==> src/rtl/conv_seq_pkg.sv <==
// Shared encodings for the convolution sequencer: FSM states and the default address width.
package conv_seq_pkg;

    localparam int ADDR_W_DEF = 5;

    typedef enum logic [2:0] {
        IDLE  = 3'd0,
        INIT  = 3'd1,
        FETCH = 3'd2,
        DRAIN = 3'd3,
        WRITE = 3'd4,
        DONE  = 3'd5
    } state_t;

endpackage

==> src/rtl/conv_index_bounds.sv <==
// Combinational k range for output i: k_lo = max(0, i-M+1), k_hi = min(i, N-1).
// Both bounds are < N <= 2**ADDR_W, so they are returned as ADDR_W-bit addresses.
module conv_index_bounds
    import conv_seq_pkg::*;
#(
    parameter int ADDR_W = ADDR_W_DEF
) (
    input  logic [ADDR_W:0]   i_idx,
    input  logic [ADDR_W:0]   i_size_x,
    input  logic [ADDR_W:0]   i_size_y,
    output logic [ADDR_W-1:0] o_k_lo,
    output logic [ADDR_W-1:0] o_k_hi
);

    localparam logic [ADDR_W:0]   W_ONE = (ADDR_W+1)'(1);
    localparam logic [ADDR_W-1:0] A_ONE = ADDR_W'(1);

    // Range tests use full width; the results fit ADDR_W bits, so the
    // subtraction is done modulo 2**ADDR_W without losing information.
    always_comb begin
        o_k_lo = '0;
        if (i_idx >= i_size_y)
            o_k_lo = i_idx[ADDR_W-1:0] - i_size_y[ADDR_W-1:0] + A_ONE;
        if (i_idx < i_size_x - W_ONE)
            o_k_hi = i_idx[ADDR_W-1:0];
        else
            o_k_hi = i_size_x[ADDR_W-1:0] - A_ONE;
    end

endmodule

==> src/rtl/conv_sequencer.sv <==
// Convolution sequencer: walks X/Y memories and drives MAC/Z-write for Z[i]=sum x[k]*y[i-k].
// Optional busy-cycle counter built when CONV_CYCLE_CNT_EN is defined; otherwise cycle_cnt is 0.
module conv_sequencer
    import conv_seq_pkg::*;
#(
    parameter int ADDR_W = ADDR_W_DEF
) (
    input  logic              clk,
    input  logic              rst_a,
    input  logic              en_s,
    input  logic              start,
    input  logic [ADDR_W:0]   size_x,
    input  logic [ADDR_W:0]   size_y,
    output logic [ADDR_W-1:0] x_addr,
    output logic [ADDR_W-1:0] y_addr,
    output logic              mem_rd,
    output logic              mac_clr,
    output logic              mac_en,
    output logic [ADDR_W:0]   z_addr,
    output logic              z_wr,
    output logic              busy,
    output logic              done,
    output logic [31:0]       cycle_cnt
);

    localparam logic [ADDR_W:0]   I_ONE = (ADDR_W+1)'(1);
    localparam logic [ADDR_W:0]   I_TWO = (ADDR_W+1)'(2);
    localparam logic [ADDR_W-1:0] K_ONE = ADDR_W'(1);

    state_t              r_state, w_state_nxt;
    logic [ADDR_W:0]     r_n, r_m, r_i;
    logic [ADDR_W-1:0]   r_k;
    logic                r_mac_en;
    logic [ADDR_W-1:0]   w_k_lo, w_k_hi;
    logic                w_last;

    conv_index_bounds #(.ADDR_W(ADDR_W)) u_bounds (
        .i_idx    (r_i),
        .i_size_x (r_n),
        .i_size_y (r_m),
        .o_k_lo   (w_k_lo),
        .o_k_hi   (w_k_hi)
    );

    assign w_last = (r_i == r_n + r_m - I_TWO);

    always_ff @(posedge clk or negedge rst_a) begin
        if (!rst_a)    r_state <= IDLE;
        else if (en_s) r_state <= w_state_nxt;
    end

    always_comb begin
        w_state_nxt = r_state;
        mem_rd      = 1'b0;
        mac_clr     = 1'b0;
        z_wr        = 1'b0;
        busy        = 1'b1;
        done        = 1'b0;
        case (r_state)
            IDLE: begin
                busy = 1'b0;
                if (start)
                    w_state_nxt = (size_x == '0 || size_y == '0) ? DONE : INIT;
            end
            INIT: begin
                mac_clr     = 1'b1;
                w_state_nxt = FETCH;
            end
            FETCH: begin
                mem_rd = 1'b1;
                if (r_k == w_k_hi) w_state_nxt = DRAIN;
            end
            DRAIN: w_state_nxt = WRITE;
            WRITE: begin
                z_wr        = 1'b1;
                w_state_nxt = w_last ? DONE : INIT;
            end
            DONE: begin
                done        = 1'b1;
                w_state_nxt = IDLE;
            end
            default: w_state_nxt = IDLE;
        endcase
    end

    always_ff @(posedge clk or negedge rst_a) begin
        if (!rst_a) begin
            r_n      <= '0;
            r_m      <= '0;
            r_i      <= '0;
            r_k      <= '0;
            r_mac_en <= 1'b0;
        end else if (en_s) begin
            // mac_en trails mem_rd by the memory read latency
            r_mac_en <= mem_rd;
            case (r_state)
                IDLE:  if (start) begin
                    r_n <= size_x;
                    r_m <= size_y;
                    r_i <= '0;
                end
                INIT:  r_k <= w_k_lo;
                FETCH: if (r_k != w_k_hi) r_k <= r_k + K_ONE;
                WRITE: if (!w_last) r_i <= r_i + I_ONE;
                default: ;
            endcase
        end
    end

    assign mac_en = r_mac_en;
    assign x_addr = r_k;
    // i-k < M <= 2**ADDR_W, so the low bits alone give the exact address
    assign y_addr = r_i[ADDR_W-1:0] - r_k;
    assign z_addr = r_i;

`ifdef CONV_CYCLE_CNT_EN
    logic [31:0] r_cycle_cnt;

    always_ff @(posedge clk or negedge rst_a) begin
        if (!rst_a) begin
            r_cycle_cnt <= '0;
        end else if (en_s) begin
            if (r_state == IDLE && start)
                r_cycle_cnt <= '0;
            else if (busy && r_cycle_cnt != 32'hFFFF_FFFF)
                r_cycle_cnt <= r_cycle_cnt + 32'd1;
        end
    end

    assign cycle_cnt = r_cycle_cnt;
`else
    assign cycle_cnt = '0;
`endif

endmodule

==> config.mk <==
export PLATFORM = sky130hd
export DESIGN_NAME = conv_sequencer
export DESIGN_NICKNAME = d
export VERILOG_FILES = /design/src/rtl/conv_seq_pkg.sv /design/src/rtl/conv_index_bounds.sv /design/src/rtl/conv_sequencer.sv
export SDC_FILE = /design/constraint.sdc
export NUM_CORES = 1
export LEC_CHECK = 0
export CORE_ASPECT_RATIO = 1.1
export CORE_MARGIN = 2
export CORE_UTILIZATION = 35
export CTS_BUF_LIST = sky130_fd_sc_hd__clkbuf_8
export DETAILED_ROUTE_END_ITERATION = 10
export PLACE_DENSITY = 0.56
export SYNTH_ARGS = -nofsm -noshare
export SYNTH_HDL_FRONTEND = slang
export SYNTH_HIERARCHICAL = 1
export SYNTH_SLANG_ARGS = --single-unit
==> constraint.sdc <==
create_clock -name clk -period 4.8 [get_ports clk]
set_input_delay 0.96 -clock clk [delete_from_list [all_inputs] [get_ports clk]]
set_output_delay 0.96 -clock clk [all_outputs]
set_load 0.1 [all_outputs]
# Yosys cells after proc, flatten, opt, wreduce, memory -nomap -nowiden
# Index checks and enable logic that the tools add are counted.
# W data, S select, Z words.
[op_classes]
order_cmp = 2
n_reduce_logical = 10
muxes = 17
add_sub_neg = 9
eq_ne = 12
[op_table]
columns = ["op", "count"]
rows = [
  ["$mux W5", 3],
  ["$pmux W3 S5", 1],
  ["$logic_not A6 Y1", 2],
  ["$mux W3", 4],
  ["$mux W6", 2],
  ["$pmux W6 S2", 1],
  ["$add A5 B1 Y5 const B", 2],
  ["$pmux W5 S2", 1],
  ["$sub A5 B5 Y5", 2],
  ["$reduce_and A3 Y1", 3],
  ["$ne A2 B2 Y1 const B", 4],
  ["$add A6 B1 Y6 const B", 1],
  ["$add A6 B6 Y6", 1],
  ["$eq A3 B2 Y1 const B", 2],
  ["$eq A3 B3 Y1 const B", 2],
  ["$eq A6 B6 Y1", 1],
  ["$ge A6 B6 Y1", 1],
  ["$lt A6 B6 Y1", 1],
  ["$sub A6 B1 Y6 const B", 1],
  ["$sub A6 B2 Y6 const B", 1],
  ["$eq A5 B5 Y1", 1],
  ["$mux W1", 5],
  ["$ne A5 B5 Y1", 1],
  ["$sub A5 B1 Y5 const B", 1],
  ["5 further kinds", 6],
]
[totals]
out_inout_bits = 54
register_bits = 27

# Longest topological paths before layout
[logic_depth]
word_depth = 6
depth_mapped = 15

# By module
# The synthesis kept the hierarchy.
[modules_own_cells]
columns = ["mod", "area_per_inst_um2", "cells_each", "n_inst"]
rows = [
  ["conv_sequencer", 2144.6, 252, 1],
  ["conv_index_bounds", 588.1, 74, 1],
]

# Worst setup path before layout
# Ideal clock, no wire load.
[synth_timing]
kind = "register to output"
startpoint = "register r_i[0], in the netlist z_addr[0]"
endpoint = "output y_addr[4]"
path_stages_with_launch = 8
t_arrival_ns = 3.615
required_time_ns = 3.840
path_slack_ns = 0.225
cell_sequence = "dfrtp_1 > inv_1 > ha_1 > fa_1 > inv_1 > a21o_1 > a21oi_1 > xnor2_1"
[synth_between]
elab_chain_cells = 1
[synth_rtl]
columns = ["item", "line_no", "source"]
rows = [
  ["start: declaration", "conv_sequencer.sv:31", "logic [ADDR_W:0] r_n, r_m, r_i;"],
  ["start signal: assignment", "conv_sequencer.sv:104", "WRITE: if (!w_last) r_i <= r_i + I_ONE;"],
  ["$sub A5 B5 Y5", "conv_sequencer.sv:113", "assign y_addr = r_i[ADDR_W-1:0] - r_k;"],
  ["end: declaration", "conv_sequencer.sv:15", "output logic [ADDR_W-1:0] y_addr,"],
]
# No other way between the ends.

# Final worst setup path
[layout_timing]
startpoint = "register r_n[0]"
endpoint = "register r_k[0], in the netlist x_addr[0]"
[layout_between]
elab_chain_cells = 6
elab_cells_between_ends = 7
classes_between = "add/sub: 2; order compare: 1; eq/ne: 2; mux: 1; reduce/logical: 1"
[layout_rtl]
columns = ["item", "line_no", "source"]
rows = [
  ["start: declaration", "conv_sequencer.sv:31", ""],
  ["start signal: assignment", "conv_sequencer.sv:98", "r_n <= size_x;"],
  ["$sub A6 B1 Y6", "conv_index_bounds.sv:24", "if (i_idx < i_size_x - W_ONE)"],
  ["$lt A6 B6 Y1", "conv_index_bounds.sv:24", ""],
  ["$mux W5 *", "conv_index_bounds.sv:24", ""],
  ["named net w_k_hi[4]", "conv_sequencer.sv:34", "logic [ADDR_W-1:0] w_k_lo, w_k_hi;"],
  ["$ne A5 B5 Y1 *", "conv_sequencer.sv:103", "FETCH: if (r_k != w_k_hi) r_k <= r_k + K_ONE;"],
  ["$ne A2 B2 Y1 (no line) *", "n/a", ""],
  ["$reduce_and A3 Y1 (no line) *", "n/a", ""],
  ["end signal: assignment", "conv_sequencer.sv:102", "INIT: r_k <= w_k_lo;"],
  ["end signal: assignment", "conv_sequencer.sv:103", ""],
  ["end: declaration", "conv_sequencer.sv:32", "logic [ADDR_W-1:0] r_k;"],
]
# Mark *: on every way through the listed nets, which the timed path passes. The rest lies on a longest branch.
# A chain may end at the register's enable or synchronous reset.

==> qor.txt <==
Worst Setup End Kind - flip-flop
Vias per cell - 4.69
Arrival time worst endpoint - 4.06 ns
Top cells by area, synth - dfrtp_1 (25%), ha_1 (15%), buf_4 (8.8%)
# IOs - 70
Area grow syn2layout - 15.1%
# DRC - 0
Tmin final - 3.92 ns
Clock-pin slew on the worst setup and hold paths - 0.10 ns
Crit share post-route - 0.817
Syn. warnings - 6
Adder-Cell Fraction of Synth Area - 0.176
Die span in x - 88.2 um
H-tree depth - 1
Post-synth EDFFs - 0
Clock Tree Buf Depth - 2
Ys flop type - dfrtp_1
Starting Density - 0.364
Proportion of synthesized area in mux cells - 0.0375
Max frequency - 255 MHz
CTS Hold Bufs - 0
Crit path buf inv count - 0
Vias - 2187
DP Worst Slack - 0.898 ns
Fin. max-slew vios - 0
Slew headroom - 0.169
Share of the synthesized area in the top cell type - 0.247
Main combinational cell family by area after synthesis - adder cells
Slew @ Worst Pin - 1.24 ns
Post-Syn Area - 2730 um^2
Die outline height - 96.7 um
Compound-Gate Fraction of Synth Area - 0.140
Crit path cell chain - nor3_1 > nor3b_1 > xnor2_1 > ha_1 > nand4_1 > a21oi_1 > a2111oi_4 > mux2i_1 > xor2_1 > nor3_1 > a31oi_1 > o21ai_1 > mux2i_1 > o21ai_0
Diode count - 0
Critical path class - flip-flop to flip-flop
RSZ-0062 raised after global routing - no
Total Routing Usage GR - 0.149
Average wire per standard cell - 13.0 um
TritonCTS clock tree - done
Core Region - 7510 um^2
First-pass GRT wire length - 10.1 mm
Fill cells - 792
Synth cell types - 46
Worst skew pair latency - 0.28 ns
Gr ovfl total - 0
WL final - 6.07 mm
Final Wtd Congestion - 0.817
Status - complete, no violations
PostCTS Resize Cnt - 0
Synth Register Bits - 27
Util after Layout - 0.418
Syn_area_per_cell - 8.38 um^2
Worst Path Required - 4.94 ns
Clock tree sinks - 27
Worst-path maximum fanout - 10
Max-Cap Viols - 0
Row Count - 33
Worst setup margin - 0.877 ns
Initial DRC count - 81
Synth Area in Simple Gates - 0.158
CTS Buf Count - 3
Die area - 8530 um^2
Root Driver - clkbuf_8
Post-CTS Setup Bufs - 0
Setup Total Neg Slack - 0 ns
Hpwl dp - 4.84 mm
Startpoint types - flip-flop
Nets - 414
Vias in the first global route - 2017
Initial antenna violation count - 0
Layout cells sized above 1 - 0.0526
Hold Vio Cnt, Final - 0
Critical-path top delay cell - a2111oi_4
Dominant cell type by area after synthesis - dfrtp_1
Worst Hold Class - flip-flop to flip-flop
Synth async-reset ratio - 1.00
Worst Clk Skew - 0.0131 ns
Largest net degree at the start of global routing - 28
Synth Area in XOR/XNOR - 0.0769
First-pass iteration count of the detailed router - 4
Cell count after synthesis - 326
Number of port buffers - 37
DRT antenna net count - 0
CP top delay family - compound AO/OA/AOI/OAI gates
Seq/Total Area, Yosys - 0.247
Largest stage delay on the critical path - 0.57 ns
Final setup vio count - 0
## cell usage in the layout, fill, tap and decap left out, drive strengths merged, types with 8 or more instances in the layout
master / n
o21ai: 20
dfrtp: 27
clkdlybuf4s50: 35
nor2: 10
mux2i: 8
a21oi: 19
nand2: 29
inv: 47
conb: 32
xnor2: 17
ha: 32
## synth_stat cells (3+ instances only)
library cell,count
nor3_1,5
nand4_1,5
and2_1,7
nor2_1,10
xnor2_1,17
nand2_1,29
nand3_1,6
inv_1,47
clkbuf_1,6
a21oi_1,19
dfrtp_1,27
buf_4,32
or3_1,3
fa_1,4
mux2i_1,8
o21ai_0,18
ha_1,32
o22ai_1,3
xor2_1,7
o21a_1,3
nor3b_1,3
## state kept, by name, summed over array words and instances, names as in the netlist
| register | count |
|---|---|
| x_addr | 5 |
| r_n | 6 |
| r_state | 3 |
| z_addr | 6 |
| r_m | 6 |
| mac_en | 1 |
## final timing paths
kind	endpoint	start	slack, ns	cells past startpoint
max in group asynchronous	x_addr[4]	rst_a	3.47	2
min reg2reg	mac_en	mac_en	0.53	1
max	x_addr[0]	r_n[0]	0.88	14
min in group asynchronous	r_m[5]	rst_a	1.03	2
max reg2reg	x_addr[0]	r_n[0]	0.88	14
min	mac_en	mac_en	0.53	1
## final cells by class
type / count / area, um^2 / share of cell area
clock buffers: 3 / 41.3 / 0.0131
flip-flops and latches: 27 / 676 / 0.215
inverters: 47 / 176 / 0.0561
well taps: 105 / 131 / 0.0418
repair buffers: 39 / 380 / 0.121
multi-input cells: 244 / 1730 / 0.552
clock inverters: 1 / 5.00 / 0.00159
## metrics by stage
step                std cells  hold slack (ns)  area [um^2]
finish                    466            0.531         3140
global route              466            0.562         3140
CTS                       466            0.532         3140
detailed placement        462            0.511         3100
global placement          462            0.496         3100
floorplan                 357            0.488         2850
## logic make-up (layout without fill, tap and decap cells)
group / after synthesis / in the layout
buffers and inverters: 86 / 90
and+or+nand+nor: 83 / 83
AOI/OAI and AO/OA: 59 / 59
adders and majority gates: 36 / 36
DFF: 27 / 27
xor gates and xnor gates: 24 / 24
muxes: 10 / 10
other: 1 / 32
## per-layer routing
layer / global-route usage / wire length [um]
met1: 0.208 / 2760
met2: 0.245 / 2950
met3: 0.0196 / 295
met4: 0.0315 / 66
met5: 0 / 0
## worst register-to-register path, stage by stage, from the launching register on
cell and delay [ns]:
dfrtp_1 0.45, nor3_1 0.30, nor3b_1 0.29, xnor2_1 0.16
ha_1 0.30, nand4_1 0.12, a21oi_1 0.07, a2111oi_4 0.57
mux2i_1 0.28, xor2_1 0.09, nor3_1 0.20, a31oi_1 0.13
o21ai_1 0.50, mux2i_1 0.24, o21ai_0 0.10
Power is left out: the tool's default activity adds up to more than one toggle a clock period on the data nets, which glitch-free logic cannot reach.
==> RTL change 1, RTL diff (config.mk and constraints unchanged) <==
Register the inputs `size_x` and `size_y` before use, with the module's reset. The logic sees them one clock later. The other inputs are not delayed to match.
--- a/src/rtl/conv_sequencer.sv
+++ b/src/rtl/conv_sequencer.sv
@@ -26,6 +26,19 @@
     localparam logic [ADDR_W:0]   I_ONE = (ADDR_W+1)'(1);
     localparam logic [ADDR_W:0]   I_TWO = (ADDR_W+1)'(2);
     localparam logic [ADDR_W-1:0] K_ONE = ADDR_W'(1);
+
+    logic [ADDR_W:0] size_x_q;
+    logic [ADDR_W:0] size_y_q;
+
+    always_ff @(posedge clk or negedge rst_a) begin
+        if (!rst_a) begin
+            size_x_q <= '0;
+            size_y_q <= '0;
+        end else begin
+            size_x_q <= size_x;
+            size_y_q <= size_y;
+        end
+    end
 
     state_t              r_state, w_state_nxt;
     logic [ADDR_W:0]     r_n, r_m, r_i;
@@ -60,7 +73,7 @@
             IDLE: begin
                 busy = 1'b0;
                 if (start)
-                    w_state_nxt = (size_x == '0 || size_y == '0) ? DONE : INIT;
+                    w_state_nxt = (size_x_q == '0 || size_y_q == '0) ? DONE : INIT;
             end
             INIT: begin
                 mac_clr     = 1'b1;
@@ -95,8 +108,8 @@
             r_mac_en <= mem_rd;
             case (r_state)
                 IDLE:  if (start) begin
-                    r_n <= size_x;
-                    r_m <= size_y;
+                    r_n <= size_x_q;
+                    r_m <= size_y_q;
                     r_i <= '0;
                 end
                 INIT:  r_k <= w_k_lo;
Function: changed (Yosys sat finds a counterexample within 4 cycles, from zero or initial values and one cycle with rst_a low).
==> RTL change 1 against the original RTL <==
- final area up 11%
- global-route usage down 0.61 points
- routed wire length increased by 3.8%
- area after synthesis is 11% higher
- worst setup slack better by 66 ps
- sequential share of layout area rose by 6.4 points
- sequential cell count rose by 12
- die area increased by 11%
- final cell count increased by 2.4%
- fmax increased by 1.7%
- non-clock buffer count fell by 2
Power is left out: the tool's default activity adds up to more than one toggle a clock period on the data nets, which glitch-free logic cannot reach.
==> RTL change 1: results (changes against the original RTL) <==
* Outcome: completed (unchanged)
* Synth area leaders: dfrtp_1 32%, ha_1 13%, buf_4 8.1% (was dfrtp_1 25%, ha_1 15%, buf_4 8.8%)
* Crit-path slowest cell: clkdlybuf4s50_1 (was a2111oi_4)
* FF-to-FF End: x_addr[0]$_DFFE_PN0P_ (unchanged)
* Routed length on met3 at 297 um (was 295 um)
* Multiplexer area fraction after synthesis at 4.81% (was 3.75%)
* GP Congestion at 0.780 (was 0.817)
* Drt total wl at 6.30 mm (was 6.07 mm)
* Capture point of the worst path: y_addr[2] (was x_addr[0]$_DFFE_PN0P_)
* DRC marker count from the first detailed-route iteration at 129 (was 81)
* Clock latency on the worst-skew pair at 310 ps (was 280 ps)
* Resized cells post-CTS at 0 (unchanged)
* Slew HR at 34.8% (was 16.9%)
* Hold path start: size_x_q[3]$_DFF_PN0_ (was mac_en$_DFFE_PN0P_)
* Number of global-route vias before repair at 2093 (was 2017)
* CTS H-tree depth at 2 (was 1)
* Flop2flop setup slack at 1000 ps (was 880 ps)
* Tot GR Track Use at 14.3% (was 14.9%)
* Met2 routed WL at 2.98 mm (was 2.95 mm)
* Seq/Total Area, Yosys at 32.1% (was 24.7%)
* Share of cells above drive strength 1 at 7.38% (was 5.26%)
* First-pass GRT wire length at 10.4 mm (was 10.1 mm)
* Post-synth top cells: 47 x inv_1, 39 x dfrtp_1, 33 x buf_4, 32 x ha_1, 21 x o21ai_0 (was 47 x inv_1, 32 x buf_4, 32 x ha_1, 29 x nand2_1, 27 x dfrtp_1)
* Met2 GRT Util at 23.6% (was 24.5%)
* Avg Vias per Cell at 4.73 (was 4.69)
* Clock Skews at 13.4 ps (was 13.1 ps)
* CTS root buf: clkbuf_8 (unchanged)
* Filler cell count at 854 (was 792)
* Worst Path Arrival at 2900 ps (was 4060 ps)
* Largest net degree at the start of global routing at 40 (was 28)
* Adder-Cell Fraction of Synth Area at 15.8% (was 17.6%)
* Nets at 417 (was 414)
* Cts bufs inserted at 5 (was 3)
* Port bufs at 37 (unchanged)
* GR Layer Usage met3 at 2.53% (was 1.96%)
* Worst setup path start: z_addr[0]$_DFFE_PN0P_ (was r_n[0]$_DFFE_PN0P_)
* XOR/XNOR share of the synthesized area at 7.16% (was 7.69%)
* Worst Path Max Fanout at 9 (was 10)
* Compound-cell area share of the yosys netlist at 12.9% (was 14.0%)
* Largest stage delay, worst path at 1140 ps (was 570 ps)
* Yosys cell types at 50 (was 46)
* Met1 Use GR at 18.6% (was 20.8%)
* Metal1 wirelength at 2.85 mm (was 2.76 mm)
* DP HPWL at 4.93 mm (was 4.84 mm)
==> RTL change 1: per-stage QoR <==
stage | setup slack, ps | cells | hold WS, ps | cell area (um2) | util (%)
floorplan | 203 | 361 | 441 | 3160 | -
global placement | 1120 | 469 | 454 | 3380 | 40.2
detailed placement | 1000 | 469 | 458 | 3380 | 40.2
CTS | 932 | 477 | 479 | 3490 | 41.5
global route | 677 | 477 | 508 | 3490 | 41.5
finish | 942 | 477 | 472 | 3490 | 41.5
==> RTL change 1: worst min path at each step <==
stage / end / slack [ps] / cells past startpoint
after floorplan: r_m[4]$_DFFE_PN0P_ / 440 / 2
after global placement: r_n[3]$_DFFE_PN0P_ / 450 / 2
after detailed placement: r_n[3]$_DFFE_PN0P_ / 460 / 2
after CTS: r_n[3]$_DFFE_PN0P_ / 480 / 2
after global routing: r_m[4]$_DFFE_PN0P_ / 510 / 2
final: r_n[3]$_DFFE_PN0P_ / 470 / 2
==> RTL change 1: layout make-up <==
type                    instances  share of cell area [%]
multi-input cells             234                    49.2
repair buffers                 37                    10.4
well taps                     111                    3.98
clock inverters                 3                    1.36
inverters                      48                    5.16
clock buffers                   5                    1.97
flip-flops and latches         39                    27.9
==> RTL change 1: logic make-up (layout without fill, tap and decap cells) <==
group                      Yosys count  count (layout)
other                                1              32
muxes                               14              14
buffers and inverters               88              93
xor gates and xnor gates            24              24
AOI/OAI and AO/OA                   60              60
DFF                                 39              39
adders and majority gates           36              36
and+or+nand+nor                     68              68
==> RTL change 1: critical path: cells and delay by family, from the launching register on <==
| kind | cells | cell delay, ps |
|---|---|---|
| flops | 1 | 530 |
| fa+ha+maj | 2 | 650 |
| buf+inv | 2 | 1270 |
| xor+xnor | 1 | 140 |
==> RTL change 2, RTL diff (config.mk and constraints unchanged) <==
Without the edit above. The option `CONV_CYCLE_CNT_EN` is turned on by a define.
--- a/src/rtl/conv_sequencer.sv
+++ b/src/rtl/conv_sequencer.sv
@@ -1,5 +1,7 @@
 // Convolution sequencer: walks X/Y memories and drives MAC/Z-write for Z[i]=sum x[k]*y[i-k].
 // Optional busy-cycle counter built when CONV_CYCLE_CNT_EN is defined; otherwise cycle_cnt is 0.
+`define CONV_CYCLE_CNT_EN
+
 module conv_sequencer
     import conv_seq_pkg::*;
 #(
Behaviour: not the same (Yosys sat finds a counterexample within 4 cycles, from zero or initial values and one cycle with rst_a low).
==> RTL change 2 against the original RTL <==
- sequential cell count grew 32
- final area is 68% higher
- final cell count grew 52%
- routed wire length is 77% higher
- area after synthesis up 55%
- worst setup slack improved by 18 ps
==> RTL change 2: results (changes against the original RTL) <==
* First-pass GRT wire length at 17.9 mm (was 10.1 mm)
* Worst setup path start: r_state[1]$_DFFE_PN0P_ (was r_n[0]$_DFFE_PN0P_)
* Drt total wl at 10.8 mm (was 6.07 mm)
* Final Non-Filler Cells at 707 (was 466)
* Clock latency on the worst-skew pair at 350 ps (was 280 ps)
* DRC marker count from the first detailed-route iteration at 149 (was 81)
* Instance area at placement at 0.00505 mm2 (was 0.00310 mm2)
* Crit path max-delay family: buffers and inverters (was compound AO/OA/AOI/OAI gates)
* HP Class: register to register (unchanged)
* # diodes at 0 (unchanged)
* Worst setup margin at 895 ps (was 877 ps)
* GP Congestion at 0.795 (was 0.817)
* Top routing layer in use: met4 (unchanged)
* Largest net degree at the start of global routing at 60 (was 28)
* Initial antenna violation count at 0 (unchanged)
* Crit-path slowest cell: clkdlybuf4s50_1 (was a2111oi_4)
* Capture point of the worst path: mem_rd (was x_addr[0]$_DFFE_PN0P_)
* Port bufs at 69 (was 37)
* Tot GR Track Use at 17.7% (was 14.9%)
* Vias at 3590 (was 2187)
* Placed cell count at 691 (was 462)
* FF-to-FF End: x_addr[0]$_DFFE_PN0P_ (unchanged)
* Slew @ Worst Pin at 1010 ps (was 1240 ps)
* Nets at 601 (was 414)
* Share of cells above drive strength 1 at 6.87% (was 5.26%)
* Met2 routed WL at 5.43 mm (was 2.95 mm)
* Hold path start: r_m[5]$_DFFE_PN0P_ (was mac_en$_DFFE_PN0P_)
* Yosys cell types at 56 (was 46)
* Flop2flop setup slack at 1090 ps (was 880 ps)
* Most Crowded Layer GR: met2 (unchanged)
* Internal at between 0.0015 and 0.002 W
* Clock Pin Slew Worst Setup and Hold Paths at 70 ps (was 100 ps)
* Routed length on met3 at 400 um (was 295 um)
* GR Layer Usage met3 at 3.56% (was 1.96%)
* Metal1 wirelength at 4.74 mm (was 2.76 mm)
* Post-Synthesis Mean Instance Area at 8.86 um2 (was 8.38 um2)
* Synth area leaders: dfrtp_1 35%, ha_1 9.7%, xnor2_1 7.2% (was dfrtp_1 25%, ha_1 15%, buf_4 8.8%)
* Tot Pwr at 0.00350 W
* Post-synth top cells: 59 x dfrtp_1, 51 x inv_1, 45 x nand2_1, 39 x nor2_1, 35 x xnor2_1 (was 47 x inv_1, 32 x buf_4, 32 x ha_1, 29 x nand2_1, 27 x dfrtp_1)
* Cts bufs inserted at 9 (was 3)
* Worst Hold End: r_m[5]$_DFFE_PN0P_ (was mac_en$_DFFE_PN0P_)
* Outcome: completed (unchanged)
* Hold-critical path depth at 2 (was 1)
* Filler cell count at 1163 (was 792)
* Worst Path Arrival at 2940 ps (was 4060 ps)
* Met1 Use GR at 21.8% (was 20.8%)
* Resized cells post-CTS at 0 (unchanged)
* Final Hold Slack at 554 ps (was 531 ps)
* Largest stage delay, worst path at 1170 ps (was 570 ps)
* Max rail drop VDD at between 500 and 600 uV
* DP HPWL at 7.99 mm (was 4.84 mm)
* Met2 GRT Util at 30.5% (was 24.5%)
* Seq/Total Area, Yosys at 34.8% (was 24.7%)
* CTS H-tree depth at 3 (was 1)
* Clock Skews at 9.33 ps (was 13.1 ps)
RTL change 2: cell types whose count changed in the layout (fill, tap and decap cells not counted), moves of 11 or more:
cell	delta
dfrtp_1	+32
nor2_1	+29
nand2_1	+16
clkdlybuf4s50_1	+32
nand3_1	+15
xnor2_1	+18
conb_1	-32
nor3_1	+11
RTL change 2: tightest hold or removal path, stage by stage (launching register included):
cell and delay, ps:
dfrtp_1 400, nand2_1 70, nand2_1 60
RTL change 2: cells by family (layout without fill, tap and decap cells):
group	Yosys count	in the layout	share of synthesized area, %
simple gates	184	184	23.0
flops	59	59	34.8
xor+xnor	46	46	9.51
compound gates	72	72	11.0
fa+ha+maj	37	37	11.6
buf+inv	66	141	6.67
mux	14	14	3.37
RTL change 2: layout make-up:
class	instances	area (um2)	area share, %
Sequential cell	59	1480	28.0
Clock inverter	4	47.5	0.903
Timing Repair Buffer	73	713	13.5
Clock buffer	12	165	3.14
Inverter	52	195	3.71
Tap cell	154	193	3.66
Multi-Input combinational cell	353	2480	47.0
